===== config.mk =====
export PLATFORM = sky130hd
export DESIGN_NAME = sdm_decoder
export DESIGN_NICKNAME = d
export VERILOG_FILES = /design/src/rtl/sdm_pkg.sv /design/src/rtl/bit_window_acc.sv /design/src/rtl/sdm_decoder.sv
export SDC_FILE = /design/constraint.sdc
export NUM_CORES = 1
export LEC_CHECK = 0
export CAP_MARGIN = 20
export CORE_UTILIZATION = 35
export DETAILED_ROUTE_END_ITERATION = 7
export PLACE_DENSITY_LB_ADDON = 0.2
export SYNTH_ARGS = -nofsm -noshare
export SYNTH_HDL_FRONTEND = slang
export SYNTH_SLANG_ARGS = --single-unit

===== constraint.sdc =====
create_clock -name CLK -period 2.25 [get_ports CLK]
set_input_delay 0.45 -clock CLK [delete_from_list [all_inputs] [get_ports CLK]]
set_output_delay 0.45 -clock CLK [all_outputs]
set_load 0.03 [all_outputs]

===== src/rtl/sdm_pkg.sv =====
// Shared Q-format helpers and FSM encoding for the SDM link (decoder and modulator).
package sdm_pkg;

  typedef enum logic {
    FILL = 1'b0,
    RUN  = 1'b1
  } dec_state_e;

  function automatic int unsigned frac_bits(input int unsigned bit_width,
                                            input int unsigned int_width);
    return bit_width - int_width - 32'd1;
  endfunction

  function automatic int q_one(input int unsigned bit_width, input int unsigned int_width);
    return 1 << frac_bits(bit_width, int_width);
  endfunction

  function automatic int q_neg_one(input int unsigned bit_width, input int unsigned int_width);
    return -q_one(bit_width, int_width);
  endfunction

  // Map a ones count over 2^log_win bits to the bipolar mean in Q(frac).
  function automatic int s_to_q(input int ones_t, input int unsigned log_win,
                                input int unsigned frac);
    int s;
    s = 2 * ones_t - (1 << log_win);
    return s <<< (frac - log_win);
  endfunction

endpackage


===== src/rtl/bit_window_acc.sv =====
// Window bit counter: accepted-bit and ones counters, plus a history shift
// register when SDM_DEC_SLIDING_EN is defined.
module bit_window_acc #(
  parameter int unsigned LOG_WIN = 4
) (
  input  logic             clk_i,
  input  logic             rst_ni,
  input  logic             y_i,
  input  logic             valid_i,
  input  logic             clr_i,
  output logic [LOG_WIN:0] ones_t_o_c,
  output logic             wrap_o_c
);

  localparam int unsigned N = 1 << LOG_WIN;

  logic [LOG_WIN-1:0] cnt_q, cnt_d;
  logic [LOG_WIN:0]   ones_q, ones_d;
  logic               accept;

  assign accept   = valid_i & ~clr_i;
  assign wrap_o_c = accept & (cnt_q == LOG_WIN'(N - 1));

`ifdef SDM_DEC_SLIDING_EN
  logic [N-1:0] sr_q, sr_d;

  // Running count: new bit in, oldest bit of the window out.
  assign ones_t_o_c = ones_q + (LOG_WIN+1)'(y_i) - (LOG_WIN+1)'(sr_q[N-1]);

  always_comb begin
    cnt_d  = cnt_q;
    ones_d = ones_q;
    sr_d   = sr_q;
    if (clr_i) begin
      cnt_d  = '0;
      ones_d = '0;
      sr_d   = '0;
    end else if (accept) begin
      cnt_d  = cnt_q + LOG_WIN'(1);
      ones_d = ones_t_o_c;
      sr_d   = {sr_q[N-2:0], y_i};
    end
  end

  always_ff @(posedge clk_i or negedge rst_ni) begin
    if (!rst_ni) sr_q <= '0;
    else         sr_q <= sr_d;
  end
`else
  assign ones_t_o_c = ones_q + (LOG_WIN+1)'(y_i);

  always_comb begin
    cnt_d  = cnt_q;
    ones_d = ones_q;
    if (clr_i) begin
      cnt_d  = '0;
      ones_d = '0;
    end else if (accept) begin
      cnt_d  = cnt_q + LOG_WIN'(1);
      ones_d = wrap_o_c ? '0 : ones_t_o_c;
    end
  end
`endif

  always_ff @(posedge clk_i or negedge rst_ni) begin
    if (!rst_ni) begin
      cnt_q  <= '0;
      ones_q <= '0;
    end else begin
      cnt_q  <= cnt_d;
      ones_q <= ones_d;
    end
  end

endmodule


===== src/rtl/sdm_decoder.sv =====
// SDM bitstream to signed Q-format window mean. Block mode by default;
// SDM_DEC_SLIDING_EN enables a per-bit sliding-window output once running.
module sdm_decoder
  import sdm_pkg::*;
#(
  parameter int unsigned BIT_WIDTH = 16,
  parameter int unsigned INT_WIDTH = 1,
  parameter int unsigned LOG_WIN   = 4
) (
  input  logic                        CLK,
  input  logic                        nRST,
  input  logic                        y,
  input  logic                        in_valid,
  input  logic                        clr,
  output logic signed [BIT_WIDTH-1:0] x,
  output logic                        out_valid
);

  localparam int unsigned FRAC = frac_bits(BIT_WIDTH, INT_WIDTH);

  if (INT_WIDTH < 1 || INT_WIDTH >= BIT_WIDTH || BIT_WIDTH > 32 ||
      LOG_WIN < 1 || LOG_WIN > FRAC) begin : g_bad_cfg
    $error("sdm_decoder: illegal BIT_WIDTH/INT_WIDTH/LOG_WIN combination");
  end

  dec_state_e                  state_q, state_d;
  logic signed [BIT_WIDTH-1:0] x_q, x_d;
  logic                        ov_q, ov_d;
  logic                        emit;
  logic [LOG_WIN:0]            ones_t_c;
  logic                        wrap_c;

  bit_window_acc #(
    .LOG_WIN (LOG_WIN)
  ) u_acc (
    .clk_i      (CLK),
    .rst_ni     (nRST),
    .y_i        (y),
    .valid_i    (in_valid),
    .clr_i      (clr),
    .ones_t_o_c (ones_t_c),
    .wrap_o_c   (wrap_c)
  );

  // clr dominates; x only moves on an emitted window.
  always_comb begin
    state_d = state_q;
    x_d     = x_q;
    ov_d    = 1'b0;
    emit    = 1'b0;
    if (clr) begin
      state_d = FILL;
    end else if (in_valid) begin
`ifdef SDM_DEC_SLIDING_EN
      emit = wrap_c | (state_q == RUN);
`else
      emit = wrap_c;
`endif
      if (wrap_c) state_d = RUN;
    end
    if (emit) begin
      x_d  = BIT_WIDTH'(s_to_q(int'(ones_t_c), LOG_WIN, FRAC));
      ov_d = 1'b1;
    end
  end

  always_ff @(posedge CLK or negedge nRST) begin
    if (!nRST) begin
      state_q <= FILL;
      x_q     <= '0;
      ov_q    <= 1'b0;
    end else begin
      state_q <= state_d;
      x_q     <= x_d;
      ov_q    <= ov_d;
    end
  end

  assign x         = x_q;
  assign out_valid = ov_q;

endmodule


== After elaboration in Yosys (flattened, before gate mapping) ==
Cells that the tools add are included.

* Reductions and logical operators: 1
* Multiplexer cells: 8
* Equality and inequality tests: 1
* Bitwise gates (word level): 3
* Add/sub/neg operators: 3

{| class="wikitable"
|+ Operators with widths
! operator !! number
|-
| 2-to-1 mux 5 bit || 3
|-
| 2-to-1 mux 4 bit || 2
|-
| subtractor 6 x 5 -> 6 bit, second input constant || 1
|-
| adder 5 x 1 -> 5 bit || 1
|-
| adder 4 x 1 -> 4 bit, second input constant || 1
|-
| equality test 4 bit, second input constant || 1
|-
| 2-to-1 mux 1 bit || 3
|-
| AND 1 bit || 2
|-
| nonzero test 2 bit || 1
|-
| NOT 1 bit || 1
|}

* Bits in registers: 16
* Input bits: 5

== Depth between registers and ports, before layout ==
Gate-level depths: netlist of the first run.

* Depth in word-level cells: 6
* Depth in mapped cells: 6

== Hierarchy ==
A second synthesis of the first run with hierarchy kept.

* Cells, all modules: 69
* Area total of the unflattened synthesis: 814.5 µm²

{| class="wikitable"
|+ Modules (own cells, without submodules)
! module !! instances !! cells each !! seq. area each (µm²) !! area each (µm²)
|-
| bit_window_acc || 1 || 42 || 225.2 || 471.7
|-
| sdm_decoder || 1 || 27 || 150.1 || 342.8
|}

== Least setup slack after synthesis of the first run ==
No wires, ideal clock.

* Kind: in2reg
* Start: in y
* End: reg x_q[15] (netlist: x[15])
* Slack: 530 ps
* Stages: 6
* Arrival time: 1595 ps
* Required time: 2125 ps
* Setup time: 125 ps
* Cells stage by stage: ha_1 -> ha_1 -> a21bo_1 -> o2bb2ai_2 -> xor2_1 -> mux2_4

* Word-level cells in the longest chain between the ends: 2

{| class="wikitable"
|+ Ends and longest elaborated chain
! item !! line !! text
|-
| start, declared || sdm_decoder.sv:12 || <nowiki>input logic y,</nowiki>
|-
| adder 5 x 1 -> 5 bit || bit_window_acc.sv:50 || <nowiki>assign ones_t_o_c = ones_q + (LOG_WIN+1)'(y_i);</nowiki>
|-
| subtractor 6 x 5 -> 6 bit || sdm_pkg.sv:26 || <nowiki>s = 2 * ones_t - (1 << log_win);</nowiki>
|-
| end signal, assigned || sdm_decoder.sv:70 || <nowiki>x_q <= '0;</nowiki>
|-
| end signal, assigned || sdm_decoder.sv:74 || <nowiki>x_q <= x_d;</nowiki>
|-
| end, declared || sdm_decoder.sv:27 || <nowiki>logic signed [BIT_WIDTH-1:0] x_q, x_d;</nowiki>
|}

No other way between the ends.
A chain may end at the register's enable or synchronous reset.

== Worst setup path in the final report of the first run ==
Ends and elaborated chain as after synthesis.

==> results.txt, run 1 <==
DR WL/cell - 11.0 um
Worst-Skew Late Latency - 0.27 ns
Setup crit end kind - register
Peak Freq - 550 MHz
Avg Inst Size Synth - 11.2 sq um
Endpoint, Worst Hold - x[11]$_DFFE_PN0P_
Setup-failing EPs final - 0
ANT cells - 0
CP startpoint kind - input pin
Hold-fix buffers, CTS - 0
share of cells above drive strength 1 - 0.129
CP Class - input pin to register
synth top area cells - dfrtp_1 46%, buf_4 10%, xor2_1 5.4%
Synth Area in Simple Gates - 0.133
Crit path top cell by count - ha_1
crit-path cells - clkdlybuf4s50_1 -> ha_1 -> ha_1 -> a21bo_1 -> o2bb2ai_2 -> xor2_1 -> mux2_4
dpl cell area - 897 sq um
overall die height - 50.1 um
RSZ-0062 raised after global routing - false
worst slew pin tran - 0.676 ns
post-route cell area - 923 sq um
I/O pin count - 22
Tcrit/Tclk final - 0.808
Final Total Pwr - 490 uW
Die ar. - 2510 sq um
Routed WL - 1240 um
Pwr Density - 530 nW/um^2
first-pass GRT wire length - 2200 um
largest net degree at the start of global routing - 16
Mapped Cells - 72
max_slew headroom - 0.548
HP Class - register to register
post-route clock skew - 0.00159 ns
largest family of logic cells by synthesized area - simple AND/OR/NAND/NOR gates
synthesized area - 808 sq um
mux contribution to synthesized area - 0.0728
R2R setup slack - 0.64 ns
largest area contributor in the netlist - dfrtp_1
DPL Wire Length - 958 um
crit path max fanout - 3
Adder-Cell Fraction of Synth Area - 0.0464
number of synthesized flops with an enable pin - 0
Die X - 50.1 um
H-tree Lvls - 1
row count - 17
Final Hold Viols - 0
Final Util - 0.421
worst path required time - 2.41 ns
status - completed
most frequent cells in the layout - 15 x dfrtp_1, 11 x conb_1, 10 x clkdlybuf4s50_1
Total Nets Final - 94
via count - 521
# port buffers - 10
RePlAce Congestion - 0.755
Hold Path Origin - x[11]$_DFFE_PN0P_
Min Clock Period, post-route - 1.82 ns
total track usage - 0.123
Worst EP arrival - 1.98 ns
drt pass-1 iters - 2
Clock Sinks - 15
worst-case clock buffer depth - 2
fin. max-slew vios - 0
maxcap violations - 0
crit-path max cell delay - 0.40 ns
Hold Path Cell Cnt - 1
Synth top area share - 0.464
TritonCTS Buffers - 3
Synth Area in Compound Gates - 0.0913
Overflow after GRT - 0
Fin Hold WS - 0.514 ns
Post-synth ARST share - 1.00
Area growth syn-to-layout - 14.2%
reg-to-reg endpoint - x[15]$_DFFE_PN0P_
Leak - 0.000428 uW
flops & latches, synth - 15
DRT iter0 DRCs - 6
CTS tree - yes
vias in the first global route - 488
Core Box Area - 2190 sq um
origin of the critical flop-to-flop path - u_acc.ones_q[0]$_DFFE_PN0P_
Max rail drop VDD - 0.405 mV
sequential fraction of the synthesis area - 0.464
initial antenna violation count - 0
Synth Area in XOR/XNOR - 0.0650
vias per cell - 4.61
Buf/Inv on CP - 1
PostCTS Resize Cnt - 0
Antenna Nets Post-Route - 0
total setup buffers inserted after CTS - 0
DRC - 0
clock root cell - clkbuf_4
Clock transition at path regs - 0.08 ns
synth warn - 0
most common cell after layout, fill and taps aside - dfrtp_1
initial core utilization - 0.369
library cells used by synthesis - 26
Setup TNS - 0 ns
Synth Flop Type - dfrtp_1
slowest CP cell - clkdlybuf4s50_1
critical path's top delay family - adder cells
r2r worst-path depth - 6
synthesized netlist by cell type (2+ instances only):
library cell and count:
dfrtp_1 15, buf_4 11, nor2_1 6, xor2_1 5
ha_1 3, mux2_2 3, nand2_1 3, nand3_1 3
nand4_1 3, a22o_1 2, nand2b_1 2, o21ai_0 2
area by class of cell:
type                       instances  area (sq um)
clock buffer                       4          26.3
sequential                        15           375
multi-input combinational         54           372
fill                             226          1270
timing repair buffer              12           115
tap                               28          35.0
power by group:
group	leakage [uW]	switching, uW	internal [uW]
logic	0.000206	43.9	18.1
clock network	0.0000150	78.7	68.7
registers	0.000207	5.11	275
total	0.000428	128	362
per-stage QoR:
stage | std cells | setup slack, ns
3_3_place_gp | 109 | 0.161
6_report | 113 | 0.431
3_5_place_dp | 109 | 0.135
2_1_floorplan | 82 | 0.530
4_1_cts | 113 | 0.439
5_1_grt | 113 | 0.414
registers in the layout, summed over array words and instances, names as in the netlist:
name and count:
out_valid 1, x 5, u_acc.cnt_q 4, u_acc.ones_q 5
worst max-delay path by stage:
stage               slack, ns  cells after the start                end  start
floorplan                0.53                      6  x[15]$_DFFE_PN0P_      y
global placement         0.16                      7  x[15]$_DFFE_PN0P_      y
detailed placement       0.13                      7  x[15]$_DFFE_PN0P_      y
CTS                      0.44                      7  x[15]$_DFFE_PN0P_      y
global route             0.41                      7  x[15]$_DFFE_PN0P_      y
finish                   0.43                      7  x[15]$_DFFE_PN0P_      y
per-layer routing:
layer | part of all wire | up-vias | routed length, um | GRT usage
met5 | 0 | - | 0 | 0
met4 | 0.0065 | 0 | 8 | 0.0429
met3 | 0.044 | 2 | 55 | 0.0556
met2 | 0.48 | 13 | 599 | 0.182
met1 | 0.46 | 253 | 575 | 0.155
li1 | - | 253 | - | -
cells by family (layout without fill, tap and decap cells):
| logic type | count (synthesis) | after routing |
|---|---|---|
| compound gates | 9 | 9 |
| xor+xnor | 6 | 6 |
| fa+ha+maj | 3 | 3 |
| buf+inv | 13 | 16 |
| flops | 15 | 15 |
| mux | 5 | 5 |
| other cells | 1 | 11 |
| simple gates | 20 | 20 |
worst register-to-register path: stages, from the launching register on:
cell and delay [ns]:
dfrtp_1 0.39, ha_1 0.21, ha_1 0.20, a21bo_1 0.20
o2bb2ai_2 0.12, xor2_1 0.13, mux2_4 0.25
Power figures use the tool's default switching activity.
==> run 2, diff against run 1 <==
==> constraint.sdc (replaced) <==
create_clock -name CLK -period 1.9 [get_ports CLK]
set_input_delay 0.38 -clock CLK [delete_from_list [all_inputs] [get_ports CLK]]
set_output_delay 0.38 -clock CLK [all_outputs]
set_load 0.03 [all_outputs]
==> run 2 against run 1 <==
Compared with the run above: via count down 1.9%; flip-flop and latch count unchanged; setup slack worse by 0.25 ns; cell count up 2.7%; hold slack worse by 0.10 ns; clock skew up 0.0015 ns; combinational power up 28%; die area unchanged; largest cell class unchanged; sequential share of layout area down 0.97 points; critical endpoint unchanged; register-to-register slack worse by 0.33 ns.
==> results.txt, run 2 (synthesis gave the netlist of run 1 again) <==
clock root cell - clkbuf_4
non-filler cells, final - 116 (+2.7%)
initial antenna violation count - 0 (unchanged)
crit path max fanout - 2 (-1)
DRT iter0 DRCs - 2 (-4)
slowest CP cell - clkdlybuf4s50_1
Final Util - 0.432 (+0.0103)
CP startpoint kind - input pin
post-route cell area - 946 sq um (+2.4%)
Critical Path Source - y
overall die height - 50.1 um (unchanged)
most common cell after layout, fill and taps aside - dfrtp_1
Final Total Pwr - 588 uW (+20%)
H-tree Lvls - 1 (unchanged)
vias per cell - 4.41 (-4.5%)
first-pass GRT wire length - 2250 um (+2.2%)
Fin Hold WS - 0.410 ns (-0.104 ns)
RSZ-0062 raised after global routing - false
CTS tree - yes
PostCTS Resize Cnt - 0 (unchanged)
placed cells - 112 (+2.8%)
Min Clock Period, post-route - 1.72 ns
share of cells above drive strength 1 - 0.159 (+0.0297)
DPL Wire Length - 975 um (+1.8%)
Worst-Skew Late Latency - 0.28 ns (about the same)
fin. max-slew vios - 0 (unchanged)
Final Hold Viols - 0 (unchanged)
DRC - 0 (unchanged)
Overflow after GRT - 0 (unchanged)
status - completed
Area growth syn-to-layout - 17.0%
row count - 17 (unchanged)
initial core utilization - 0.369 (unchanged)
Peak Freq - 580 MHz
Hold-fix buffers, CTS - 0 (unchanged)
dpl cell area - 920 sq um (+2.5%)
Tcrit/Tclk final - 0.907
Clock transition at path regs - 0.09 ns (about the same)
drt pass-1 iters - 4 (+2)
Antenna Nets Post-Route - 0 (unchanged)
origin of the critical flop-to-flop path - u_acc.ones_q[0]$_DFFE_PN0P_
Routed WL - 1260 um (+1.6%)
Filler Cells Inserted - 213 (-5.8%)
Crit path top cell by count - ha_1
post-route clock skew - 0.00312 ns (+0.00153 ns)
Pwr Density - 621 nW/um^2 (+17%)
Max rail drop VDD - 0.661 mV (+63%)
total setup buffers inserted after CTS - 0 (unchanged)
Core Box Area - 2190 sq um (unchanged)
Clock Sinks - 15 (unchanged)
via count - 511 (-1.9%)
reg-to-reg endpoint - x[15]$_DFFE_PN0P_
DR WL/cell - 10.9 um (-1.0%)
largest net degree at the start of global routing - 16 (unchanged)
Die ar. - 2510 sq um (unchanged)
Die X - 50.1 um (unchanged)
crit-path cells - clkdlybuf4s50_1 -> ha_1 -> ha_1 -> a21bo_1 -> o2bb2ai_2 -> xor2_1 -> mux2_4
Leak - 0.000443 uW (+3.5%)
Setup crit end kind - register
total track usage - 0.123 (-0.000159)
TritonCTS Buffers - 3 (unchanged)
most frequent cells in the layout - 15 x dfrtp_1, 11 x conb_1, 10 x clkdlybuf4s50_1
I/O pin count - 22 (unchanged)
r2r worst-path depth - 6 (unchanged)
maxcap violations - 0 (unchanged)
# port buffers - 10 (unchanged)
HP Class - input pin to async pin
worst-case clock buffer depth - 2 (unchanged)
Worst EP arrival - 1.89 ns (-0.09 ns)
Total Nets Final - 97 (+3.2%)
ANT cells - 0 (unchanged)
crit-path max cell delay - 0.40 ns (about the same)
worst path required time - 2.07 ns (-0.34 ns)
RePlAce Congestion - 0.761 (+0.85%)
vias in the first global route - 489 (+0.20%)
R2R setup slack - 0.31 ns (-0.33 ns)
CP Class - input pin to register
Setup-failing EPs final - 0 (unchanged)
run 2: cell count changes in the layout (fill, tap and decap cells not counted):
cell,change
buf_4,+3
run 2: where the power goes:
group	leakage (uW)	total [uW]	switching, uW	internal, uW
registers	0.000207	332	5.92	326
logic	0.000221	79.3	53.9	25.4
clock network	0.0000150	177	95.4	81.4
total	0.000443	588	155	433
run 2: how the worst max path moves through the flow:
stage / end / slack (ns) / depth (start not counted)
3_3_place_gp: x[15]$_DFFE_PN0P_ / -0.10 / 7
2_1_floorplan: x[15]$_DFFE_PN0P_ / 0.25 / 6
4_1_cts: x[15]$_DFFE_PN0P_ / 0.18 / 7
5_1_grt: x[15]$_DFFE_PN0P_ / 0.14 / 7
6_report: x[15]$_DFFE_PN0P_ / 0.18 / 7
3_5_place_dp: x[15]$_DFFE_PN0P_ / -0.12 / 7
run 2: cell type report:
cell class	instances	area [sq um]	area share
timing repair buffer	15	138	0.146
sequential	15	375	0.397
clock buffer	4	26.3	0.0278
multi-input combinational	54	372	0.393
tap	28	35.0	0.0370
run 2: layer usage:
layer,track usage,vias to the layer above,wire length (um)
li1,-,259,-
met1,0.157,237,596
met2,0.184,13,597
met3,0.0586,2,54
met4,0.0286,0,10
met5,0,-,0
run 2: through the flow:
stage / TNS, ns / worst slack, ns
6_report: 0 / 0.177
5_1_grt: 0 / 0.137
4_1_cts: 0 / 0.185
3_5_place_dp: -0.120 / -0.120
3_3_place_gp: -0.104 / -0.104
2_1_floorplan: 0 / 0.250
run 2: critical path: cells and delay by family:
| kind | cells | cell delay (ns) |
|---|---|---|
| multiplexers | 1 | 0.25 |
| AO/OA/AOI/OAI | 2 | 0.31 |
| adder cells (fa/ha/maj) | 2 | 0.41 |
| XOR/XNOR | 1 | 0.13 |
| buffers and inverters | 1 | 0.40 |
==> run 3, diff against run 2 <==
--- a/config.mk
+++ b/config.mk
@@ -5,8 +5,9 @@
 export SDC_FILE = /design/constraint.sdc
 export NUM_CORES = 1
 export LEC_CHECK = 0
+export ABC_AREA = 1
 export CAP_MARGIN = 20
-export CORE_UTILIZATION = 35
+export CORE_UTILIZATION = 46
 export DETAILED_ROUTE_END_ITERATION = 7
 export PLACE_DENSITY_LB_ADDON = 0.2
 export SYNTH_ARGS = -nofsm -noshare
==> run 3 against run 2 <==
Compared with the run above: clock skew grew 0.0010 ns; synthesized cell count grew 35%; core utilization grew 16 points; area after synthesis grew 2.0%; clock-buffer cell count is the same; first-iteration DRC count is the same; die area shrank 22%; flip-flop and latch count is the same.
==> results.txt, run 3 <==
status - completed
Routed WL - 1330 um (+5.9%)
largest area contributor in the netlist - dfrtp_1
Pwr Density - 635 nW/um^2 (+2.2%)
share of cells above drive strength 1 - 0.0991 (-0.0600)
post-route clock skew - 0.00413 ns (+0.00100 ns)
fin. max-slew vios - 0 (unchanged)
critical path's top delay family - buffers and inverters
PostCTS Resize Cnt - 0 (unchanged)
Die ar. - 1970 sq um (-22%)
DPL Wire Length - 1050 um (+8.1%)
row count - 14 (-3)
Setup TNS - 0 ns (unchanged)
Setup-failing EPs final - 0 (unchanged)
vias per cell - 4.60 (+4.4%)
number of synthesized flops with an enable pin - 0 (unchanged)
# port buffers - 10 (unchanged)
Antenna Nets Post-Route - 0 (unchanged)
Total Nets Final - 120 (+24%)
origin of the critical flop-to-flop path - u_acc.ones_q[0]$_DFFE_PN0P_
RePlAce Congestion - 0.830 (+9.0%)
maxcap violations - 0 (unchanged)
Post-synth ARST share - 1.00 (unchanged)
Area growth syn-to-layout - 14.7%
Buf/Inv on CP - 1 (unchanged)
CP Class - register to output port
Min Clock Period, post-route - 1.68 ns (-0.0394 ns)
synthesized area - 825 sq um (+2.0%)
Tcrit/Tclk final - 0.886 (-0.0207)
Final Hold Viols - 0 (unchanged)
Peak Freq - 594 MHz (+2.3%)
DRC - 0 (unchanged)
top post-synthesis cells by count - 35 x nand2_1, 15 x dfrtp_1, 11 x buf_4
Core Box Area - 1590 sq um (-27%)
Filler Cells Inserted - 147 (-31%)
Clock Sinks - 15 (unchanged)
Max rail drop VDD - 0.404 mV (-39%)
most common cell after layout, fill and taps aside - nand2_1
HP Class - input pin to async pin
slowest CP cell - clkdlybuf4s50_1
most common cell in the netlist - nand2_1
H-tree Lvls - 1 (unchanged)
Setup crit end kind - output port
Die X - 44.3 um (-11%)
M2 GR Usage - 0.259 (+0.0744)
worst-case clock buffer depth - 2 (unchanged)
met3 Usage GRT - 0.0245 (-0.0342)
Critical Path Source - x[12]$_DFFE_PN0P_
first-pass GRT wire length - 2360 um (+4.9%)
CTS tree - yes
library cells used by synthesis - 20 (-23%)
crit-path max cell delay - 0.67 ns (+0.27 ns)
pre-CTS WS - 0.0875 ns (+0.207 ns)
Mapped Cells - 97 (+35%)
Worst EP arrival - 1.30 ns (-0.59 ns)
via count - 621 (+22%)
most frequent cells in the layout - 35 x nand2_1, 15 x dfrtp_1, 11 x conb_1
total setup buffers inserted after CTS - 0 (unchanged)
largest net degree at the start of global routing - 16 (unchanged)
CP startpoint kind - register
synth top area cells - dfrtp_1 46%, nand2_1 16%, buf_4 10%
total track usage - 0.165 (+0.0420)
Overflow after GRT - 0 (unchanged)
crit path max fanout - 2 (unchanged)
final setup margin - 0.216 ns (+0.0394 ns)
synth warn - 0 (unchanged)
Worst-Skew Late Latency - 0.28 ns (about the same)
RSZ-0062 raised after global routing - false
DR WL/cell - 9.87 um (-9.0%)
met1 GRT Util - 0.218 (+0.0611)
clock root cell - clkbuf_4
initial core utilization - 0.517 (+0.148)
Avg Inst Size Synth - 8.50 sq um (-24%)
overall die height - 44.3 um (-11%)
I/O pin count - 22 (unchanged)
drt pass-1 iters - 4 (unchanged)
vias in the first global route - 583 (+19%)
DRT iter0 DRCs - 2 (unchanged)
Synth Flop Type - dfrtp_1
initial antenna violation count - 0 (unchanged)
Hold-fix buffers, CTS - 0 (unchanged)
Synth top area share - 0.455 (-0.00916)
worst path required time - 1.52 ns (-0.55 ns)
TritonCTS Buffers - 3 (unchanged)
Clock transition at path regs - 0.09 ns (about the same)
Leak - 0.000511 uW (+15%)
crit-path cells - clkdlybuf4s50_1
sequential fraction of the synthesis area - 0.455 (-0.00916)
ANT cells - 0 (unchanged)
GR peak layer - met2
flops & latches, synth - 15 (unchanged)
## run 3: cell types whose count changed after synthesis, sizes merged, moves of 2 or more
cell | before | now
o2bb2ai | 2 | 0
a21oi | 0 | 2
xor2 | 5 | 1
nor2 | 7 | 3
nand3 | 3 | 7
nand2 | 3 | 36
a22o | 2 | 0
nand2b | 2 | 0
inv | 0 | 7
mux2 | 4 | 0
nand4 | 3 | 5
## run 3: final timing paths
kind | end | slack [ns] | depth (start not counted)
min | u_acc.ones_q[4]$_DFFE_PN0P_ | 0.41 | 2
max | x[12] | 0.22 | 1
min reg2reg | x[13]$_DFFE_PN0P_ | 0.48 | 2
min in group CLK | x[13]$_DFFE_PN0P_ | 0.48 | 2
max reg2reg | x[15]$_DFFE_PN0P_ | 0.52 | 8
max in group asynchronous | u_acc.ones_q[3]$_DFFE_PN0P_ | 1.32 | 2
## run 3: metrics by stage
step,power [uW],hold WS (ns),instance area [sq um],std cells,util
after floorplan,416,0.0844,862,107,-
final,601,0.407,946,135,0.593
after global placement,430,0.458,920,131,0.577
after detailed placement,431,0.465,920,131,0.577
after global routing,633,0.426,946,135,0.593
after CTS,610,0.408,946,135,0.593
## run 3: final cells by class
class	count	area (sq um)	area share
Clock buffer	4	26.3	0.0278
Timing Repair Buffer	12	115	0.122
Multi-Input combinational cell	73	370	0.392
Inverter	7	28.8	0.0304
Sequential cell	15	375	0.397
Tap cell	24	30.0	0.0317
## run 3: routing by layer
layer	vias up	share of wire
met5	-	0
met3	2	0.030
li1	322	-
met4	0	0.013
met1	284	0.48
met2	13	0.47
## run 3: power breakdown
part | internal (uW) | total [uW] | switching (uW)
clock network | 81.4 | 178 | 96.2
logic | 25.4 | 88.4 | 63.0
registers | 328 | 335 | 7.01
## run 3: cell families (layout without fill, tap and decap cells)
kind of cell    count (synthesis)  after routing  synth area share
other cells                     1             11           0.00455
buf+inv                        19             23             0.141
fa+ha+maj                       3              3            0.0455
compound gates                  7              7            0.0501
simple gates                   51             51             0.293
flops                          15             15             0.455
xor+xnor                        1              1            0.0106
